===== src/rtl/fifo_uart_tx.sv =====
// fifo_uart_tx: drains a byte FIFO and sends each byte as a UART frame (start, 8 data LSB-first, optional even parity, stop).
// Latency: start bit begins 3 cycles after the idle cycle that sees a non-empty FIFO (IDLE, POP, WAIT); a frame is 10 or 11 bit times.
// Backpressure: one byte in flight; a pop is issued only from IDLE with tx_en high and empty low, never mid-frame.
// Ports: clk/reset (synchronous, active-high); tx_en gates new frames; empty/dataout/read_enb form the FIFO
//        read side; tx is the serial line; busy spans pop through stop; frame_done marks the last stop-bit cycle.
module fifo_uart_tx #(
    parameter int CLKS_PER_BIT = 4,
    parameter int PARITY_EN    = 0
) (
    input  logic       clk,
    input  logic       reset,
    input  logic       tx_en,
    input  logic       empty,
    input  logic [7:0] dataout,
    output logic       read_enb,
    output logic       tx,
    output logic       busy,
    output logic       frame_done
);

    localparam int               CNT_W    = $clog2(CLKS_PER_BIT);
    localparam logic [CNT_W-1:0] CNT_LAST = CNT_W'(CLKS_PER_BIT - 1);

    typedef enum logic [2:0] {
        S_IDLE,
        S_POP,
        S_WAIT,
        S_START,
        S_DATA,
        S_PARITY,
        S_STOP
    } state_t;

    state_t           state_q;
    state_t           state_d;
    logic [CNT_W-1:0] cnt_q;
    logic [2:0]       bit_idx_q;
    logic [7:0]       shift_q;
    logic             parity_q;
    logic             bit_end;
    logic             serial_state;

    assign bit_end      = (cnt_q == CNT_LAST);
    assign serial_state = (state_q == S_START) || (state_q == S_DATA) ||
                          (state_q == S_PARITY) || (state_q == S_STOP);

    // State register
    always_ff @(posedge clk) begin
        if (reset) begin
            state_q <= S_IDLE;
        end else begin
            state_q <= state_d;
        end
    end

    // Next state and decoded outputs
    always_comb begin
        state_d    = state_q;
        read_enb   = 1'b0;
        busy       = 1'b1;
        frame_done = 1'b0;
        tx         = 1'b1;
        unique case (state_q)
            S_IDLE: begin
                busy = 1'b0;
                // tx_en is only looked at here, so dropping it mid-frame lets the frame finish.
                if (tx_en && !empty) begin
                    state_d = S_POP;
                end
            end
            S_POP: begin
                read_enb = 1'b1;
                state_d  = S_WAIT;
            end
            S_WAIT: begin
                state_d = S_START;
            end
            S_START: begin
                tx = 1'b0;
                if (bit_end) begin
                    state_d = S_DATA;
                end
            end
            S_DATA: begin
                tx = shift_q[0];
                if (bit_end && (bit_idx_q == 3'd7)) begin
                    state_d = (PARITY_EN != 0) ? S_PARITY : S_STOP;
                end
            end
            S_PARITY: begin
                tx = parity_q;
                if (bit_end) begin
                    state_d = S_STOP;
                end
            end
            S_STOP: begin
                frame_done = bit_end;
                if (bit_end) begin
                    state_d = S_IDLE;
                end
            end
            default: begin
                state_d = S_IDLE;
            end
        endcase
    end

    // Bit timer, bit index, shift register and parity
    always_ff @(posedge clk) begin
        if (reset) begin
            cnt_q     <= '0;
            bit_idx_q <= '0;
            shift_q   <= '0;
            parity_q  <= 1'b0;
        end else begin
            // Every bit boundary coincides with bit_end, so wrapping here also restarts the
            // timer on each state change inside the frame.
            if (serial_state && !bit_end) begin
                cnt_q <= cnt_q + CNT_W'(1);
            end else begin
                cnt_q <= '0;
            end

            // dataout is valid in WAIT, the cycle after the pop strobe.
            if (state_q == S_WAIT) begin
                shift_q   <= dataout;
                parity_q  <= ^dataout;
                bit_idx_q <= '0;
            end else if ((state_q == S_DATA) && bit_end) begin
                shift_q   <= shift_q >> 1;
                bit_idx_q <= bit_idx_q + 3'd1;
            end
        end
    end

endmodule


===== config.mk =====
export PLATFORM = sky130hd
export DESIGN_NAME = fifo_uart_tx
export DESIGN_NICKNAME = d
export VERILOG_FILES = /design/src/rtl/fifo_uart_tx.sv
export SDC_FILE = /design/constraint.sdc
export NUM_CORES = 1
export LEC_CHECK = 0
export ABC_AREA = 1
export CAP_MARGIN = 40
export CORE_ASPECT_RATIO = 1.4
export CORE_MARGIN = 3
export CORE_UTILIZATION = 40
export DETAILED_ROUTE_END_ITERATION = 12
export PLACE_DENSITY_LB_ADDON = 0.12
export SKIP_CTS_REPAIR_TIMING = 1
export SLEW_MARGIN = 30
export SYNTH_ARGS = -nofsm -noshare
export SYNTH_HDL_FRONTEND = slang
export SYNTH_SLANG_ARGS = --single-unit

===== constraint.sdc =====
create_clock -name clk -period 1.2 [get_ports clk]
set_input_delay 0.18 -clock clk [delete_from_list [all_inputs] [get_ports clk]]
set_output_delay 0.18 -clock clk [all_outputs]
set_load 0.01 [all_outputs]

==> summary.md, run 1 <==
| Metric | Value |
|---|---|
| Max VDD drop | `approximately 0.00085 V` |
| Nets@finish | `232` |
| Ant diodes | `0` |
| Initial DRT Pass Iterations | `4` |
| Hold Path Sink | `cnt_q[0]` |
| Initial core utilization | `about two fifths` |
| Fin worst setup slack | `-0.181 ns` |
| Critical Path, Cell by Cell | `nor2_4, nand2_4, inv_4, nand2_2, o211ai_1, buf_2` |
| Fin Hold WS | `approximately 0.43 ns` |
| Global-route wire length before repair | `between 4000 and 5000 um` |
| Worst Path Arrival | `approximately 1.2 ns` |
| # IOs | `16` |
| Reg2reg end | `state_q[0]` |
| CTS sink cnt | `17` |
| Dpl cells | `roughly 240` |
| Vias in the first global route | `about 1,100` |
| Initial antenna violation count | `0` |
| Hold path cells | `1` |
| Syn Area/Cell | `roughly 6.7 um^2` |
| Hold_sp | `cnt_q[0]` |
| Sequential share of the synthesized area | `30.7%` |
| Syn. warnings | `0` |
| Clock skew | `roughly 0.0085 ns` |
| RSZ-0062 raised after global routing | `true` |
| Via count | `1,177` |
| CTS tree | `built` |
| Final non-filler cell total | `roughly 250` |
| Period Utilization, post-route | `115%` |
| Total Wirelength | `~2800 um` |
| Clk_lat worst skew | `between 0.2 and 0.3 ns` |
| Critical path peak fanout | `5` |
| Largest net degree at the start of global routing | `16` |
| RR Startpoint | `bit_idx_q[0]` |
| Port Buffers | `15` |
| ANT nets after route | `0` |
| R2R depth | `10` |
| Endpoints failing hold | `0` |
| Worst Hold Class | `flop to flop` |
| Count of cell types in the netlist | `28` |
| Final Critical Period | `between 1 and 1.5 ns` |
| CTS clk-pin slew, worst paths | `roughly 0.1 ns` |
| Critical Path End Type | `output pin` |
| Crit Path Category | `flop to output pin` |
| Core Region | `around 2600 um^2` |
| Async set-reset flop share out of synthesis | `0%` |
| DRT iter0 DRCs | `19` |
| Slowest stage cell, crit path | `dfxtp_4` |
| Ys flop type | `dfxtp_1` |
| Die height | `between 60 and 70 um` |
| Worst reg2reg setup slack | `-0.13 ns` |
| DRC errors left | `0` |
| Failing checks | `setup timing` |
| Slew of the pin with the lowest slew margin | `between 0.3 and 0.4 ns` |
| Synth-to-Final Area Change | `54.7%` |
| Layout cells sized above 1 | `45.4%` |
| Placer Congestion | `~0.79` |
| Crit path largest cell delay | `around 0.38 ns` |
| WL/cell | `approximately 11 um` |
| Cell taking the most area after synthesis | `dfxtp_1` |
| Root Buffer | `clkbuf_4` |
| Num rows | `22` |
| Setup violators final | `14` |
| Syn Inst Count | `about 170` |
| Maxcap violations | `0` |
| Status | `finished with violations` |
| Synth Register Bits | `17` |
| Most frequent cells after synthesis | `nand2_1, inv_1, dfxtp_1` |
| Syn nets | `between 150 and 200` |
| Via/cell ratio | `about 4.7` |
| Highest Clock Rate | `around 720 MHz` |
| Total CTS buffers | `3` |
| GRT overflow | `0` |
| H-Tree Level Count | `1` |
| GRT Util Overall | `16.0%` |
| Die ar. | `3450 um^2` |
| Synth top area share | `a little under a third` |
| Relative slew slack | `roughly 76%` |
| Final HPWL DP | `roughly 2100 um` |
| Pwr per Cell Area | `approximately 1500 nW/um^2` |
| Count leader, synth | `nand2_1` |
| Leakage | `around 0.8 nW` |
| CP startpoint kind | `flop` |
| Slew Limit Fails | `0` |
| Synth top area cells | `dfxtp_1, nand2_1, inv_1` |
| Mapped cell area | `1110 um^2` |
| Die width | `~50 um` |
| Clock buffer depth | `2` |
| Post-synth EDFFs | `0` |
| CP required | `1.02 ns` |
| Filler Cell Count | `236` |
state kept, by name, indices dropped and copies added, names as in the netlist:
signal / cells
state_q: 3
bit_idx_q: 3
shift_q: 8
cnt_q: 2
parity_q: 1
worst max-delay path: cells and delay by family (launching register included):
kind                   cells  cell delay [ns]
DFF                        1             0.38
AOI/OAI and AO/OA          1             0.08
buffers and inverters      2             0.22
and+or+nand+nor            3             0.25
how the worst max path moves through the flow:
stage | start | endpoint | slack [ns] | depth (start not counted)
6_report | state_q[0] | tx | -0.18 | 6
5_1_grt | state_q[2] | tx | -0.26 | 4
4_1_cts | state_q[0] | tx | -0.65 | 5
3_5_place_dp | state_q[0] | tx | -0.32 | 5
3_3_place_gp | state_q[2] | tx | -0.27 | 4
2_1_floorplan | state_q[2] | shift_q[6] | 0.008 | 8
layer usage:
metal | global-route usage, % | part of all wire, %
met5 | 0 | 0
met4 | 6.06 | 2.6
met3 | 1.31 | 2.2
met2 | 34.2 | 58
met1 | 15.5 | 38
cell families after synthesis:
kind of cell	synth area share, %
adder cells (fa/ha/maj)	3.38
buffers and inverters	10.5
flip-flops	30.7
AND/OR/NAND/NOR	40.9
AO/OA/AOI/OAI	13.8
XOR/XNOR	0.789
per-stage QoR:
step	power [W]	util (%)	setup TNS, ns	worst slack (ns)	cell area, um^2
after CTS	0.00231	58.6	-3.98	-0.651	1550
after global routing	0.00277	65.0	-2.73	-0.261	1720
after global placement	0.00197	57.5	-2.17	-0.273	1520
after floorplan	0.00147	-	0	0.00827	1110
final	0.00258	65.0	-1.26	-0.181	1720
after detailed placement	0.00200	57.5	-2.76	-0.321	1520
cell type report:
| cell class | count | area (um^2) | area share (%) |
|---|---|---|---|
| inverter | 23 | 106 | 6.20 |
| tap | 36 | 45.0 | 2.62 |
| clock inverter | 1 | 5.00 | 0.292 |
| clock buffer | 3 | 22.5 | 1.31 |
| multi-input combinational | 123 | 764 | 44.5 |
| timing repair buffer | 49 | 419 | 24.4 |
| sequential | 17 | 354 | 20.6 |
power breakdown:
part / internal [W] / switching, W
sequential: 0.000669 / 0.0000970
clock: 0.000124 / 0.000178
combinational: 0.000706 / 0.000802
cell usage in the layout (no fill, tap or decap), drive strengths merged:
master / instances
nor2: 14
o21ai: 6
o211ai: 3
clkdlybuf4s50: 11
dlymetal6s2s: 1
ha: 3
clkbuf: 3
a21oi: 14
nand2: 66
inv: 22
clkinv: 2
nor3: 2
nand3: 13
buf: 37
xnor2: 1
or2: 1
dfxtp: 17
No activity file was read; power rests on OpenSTA's default activity.
==> run 2: changes to the inputs <==
- CORE_MARGIN: 3 -> 2
- GPL_ROUTABILITY_DRIVEN: unset -> 0
==> run 2 against run 1 <==
- total power down 2.1%
- the run still ends with setup timing left
- critical path depth down 1
- largest power group unchanged
- final cell count down 1.2%
- first-iteration DRC count unchanged
- final area down 0.73%
- maximum frequency down 4.2%
- register-to-register slack better by 0.04 ns
- worst setup slack worse by 0.060 ns
- critical path type unchanged
- die area down 6.8%
==> summary.md, run 2 (synthesis gave the netlist of run 1 again) <==
| Metric | Value |
|---|---|
| Via/cell ratio | `about 4.9` |
| CP bufs+invs | `2` |
| GRT overflow | `0` |
| Met2 Use GR | `between 30% and 40%` |
| Layout cells sized above 1 | `44.1%` |
| Endpoints failing hold | `0` |
| Total CTS buffers | `3` |
| GR Layer Usage met3 | `roughly 2.0%` |
| Slew Limit Fails | `0` |
| Final Critical Period | `between 1 and 1.5 ns` |
| DRT iter0 DRCs | `19` |
| WL/cell | `approximately 12 um` |
| Core Region | `around 2600 um^2` |
| Num rows | `22` |
| Most frequent cells in the layout | `nand2_1, buf_4, inv_1` |
| Critical path peak fanout | `4` |
| CP startpoint kind | `flop` |
| Met1 GRT Util | `between 10% and 20%` |
| Final HPWL DP | `approximately 2200 um` |
| Die height | `between 60 and 70 um` |
| Most common cell after layout, fill and taps aside | `nand2_1` |
| Vias in the first global route | `around 1,200` |
| Clk_lat worst skew | `slightly below 0.3 ns` |
| Synth-to-Final Area Change | `53.6%` |
| CTS tree | `built` |
| Crit path largest cell delay | `0.37 ns` |
| Status | `finished with violations` |
| Biggest regs | `shift_q (8), bit_idx_q (3), state_q (3)` |
| Delay-heaviest family, CP | `flip-flops` |
| Pwr per Cell Area | `1480 nW/um^2` |
| Initial DRT Pass Iterations | `4` |
| Initial antenna violation count | `0` |
| ANT nets after route | `0` |
| Slowest stage cell, crit path | `dfxtp_4` |
| Root Buffer | `clkbuf_4` |
| Initial core utilization | `42.0%` |
| Max VDD drop | `between 0.0009 and 0.001 V` |
| Total Wirelength | `2910 um` |
| Critical Path End Type | `output pin` |
| Largest net degree at the start of global routing | `16` |
| Failing checks | `setup timing` |
| Period Utilization, post-route | `120%` |
| Worst Path Arrival | `around 1.3 ns` |
| Highest Clock Rate | `just under 700 MHz` |
| Ant diodes | `0` |
| Clock buffer depth | `2` |
| Via count | `~1,200` |
| Max FFs per register | `8` |
| CTS sink cnt | `17` |
| Filler Cell Count | `around 250` |
| Maxcap violations | `0` |
| Die width | `48.5 um` |
| Tot Pwr | `roughly 0.0025 W` |
| Relative slew slack | `~78%` |
| Clock skew | `0.00637 ns` |
| Critical Path, Cell by Cell | `buf_4, nand3_2, nand3_1, o211ai_1, buf_2` |
| Slew of the pin with the lowest slew margin | `0.334 ns` |
| H-Tree Level Count | `1` |
| Crit Path Category | `flop to output pin` |
| Port Buffers | `15` |
| RSZ-0062 raised after global routing | `true` |
| Nets@finish | `about 230` |
| Die ar. | `~3200 um^2` |
| # IOs | `16` |
| GRT Util Overall | `~18%` |
| CP required | `1.02 ns` |
| Global-route wire length before repair | `4510 um` |
| Setup violators final | `19` |
| Most flops, register | `shift_q` |
| Final non-filler cell total | `249` |
| DRC errors left | `0` |
| Leakage | `between 0.7 and 0.8 nW` |
| Fin worst setup slack | `-0.241 ns` |
| CTS clk-pin slew, worst paths | `approximately 0.090 ns` |
| Dpl cells | `240` |
| Most Crowded Layer GR | `met2` |
| Worst Hold Class | `flop to flop` |
run 2: power breakdown:
part / internal, W / leakage (nW) / switching, W
clock: 0.000129 / 0.0150 / 0.000176
combinational: 0.000670 / 0.603 / 0.000779
sequential: 0.000669 / 0.142 / 0.0000971
total: 0.00147 / 0.759 / 0.00105
run 2: final cells by class:
| class | count | area [um^2] | area share [%] |
|---|---|---|---|
| multi-input combinational | 123 | 777 | 45.6 |
| timing repair buffer | 46 | 393 | 23.1 |
| sequential | 17 | 357 | 20.9 |
| inverter | 23 | 106 | 6.24 |
| tap | 36 | 45.0 | 2.64 |
| clock buffer | 4 | 26.3 | 1.54 |
run 2: layer usage:
layer / part of all wire, % / up-vias
li1: - / 622
met1: 37 / 549
met2: 57 / 31
met3: 2.7 / 10
met4: 3.6 / 0
met5: 0 / -
run 2: worst paths after layout:
check / from / cells after the start / end / slack [ns]
hold reg to reg: cnt_q[0] / 1 / cnt_q[0] / 0.45
setup / recovery: state_q[2] / 5 / tx / -0.24
setup reg to reg: state_q[1] / 9 / shift_q[5] / -0.09
hold / removal: cnt_q[0] / 1 / cnt_q[0] / 0.45
run 2: worst register-to-register path, stage by stage, from the launching register on:
cell	delay, ns
dfxtp_4	0.38
nor2_4	0.14
nand2_4	0.08
inv_4	0.05
buf_4	0.15
nand2_8	0.08
nand2_8	0.11
clkinv_8	0.08
nor2_2	0.09
nor3_2	0.04
run 2: stage by stage:
stage / utilization [%] / setup WS (ns) / cell area [um^2] / hold slack [ns] / setup TNS [ns]
after floorplan: - / 0.00827 / 1110 / 0.339 / 0
after global placement: 56.4 / -0.273 / 1490 / 0.407 / -2.08
after detailed placement: 56.4 / -0.368 / 1490 / 0.420 / -2.58
after CTS: 57.4 / -0.695 / 1520 / 0.434 / -3.85
after global routing: 64.5 / -0.272 / 1700 / 0.466 / -2.40
final: 64.5 / -0.241 / 1700 / 0.447 / -1.18
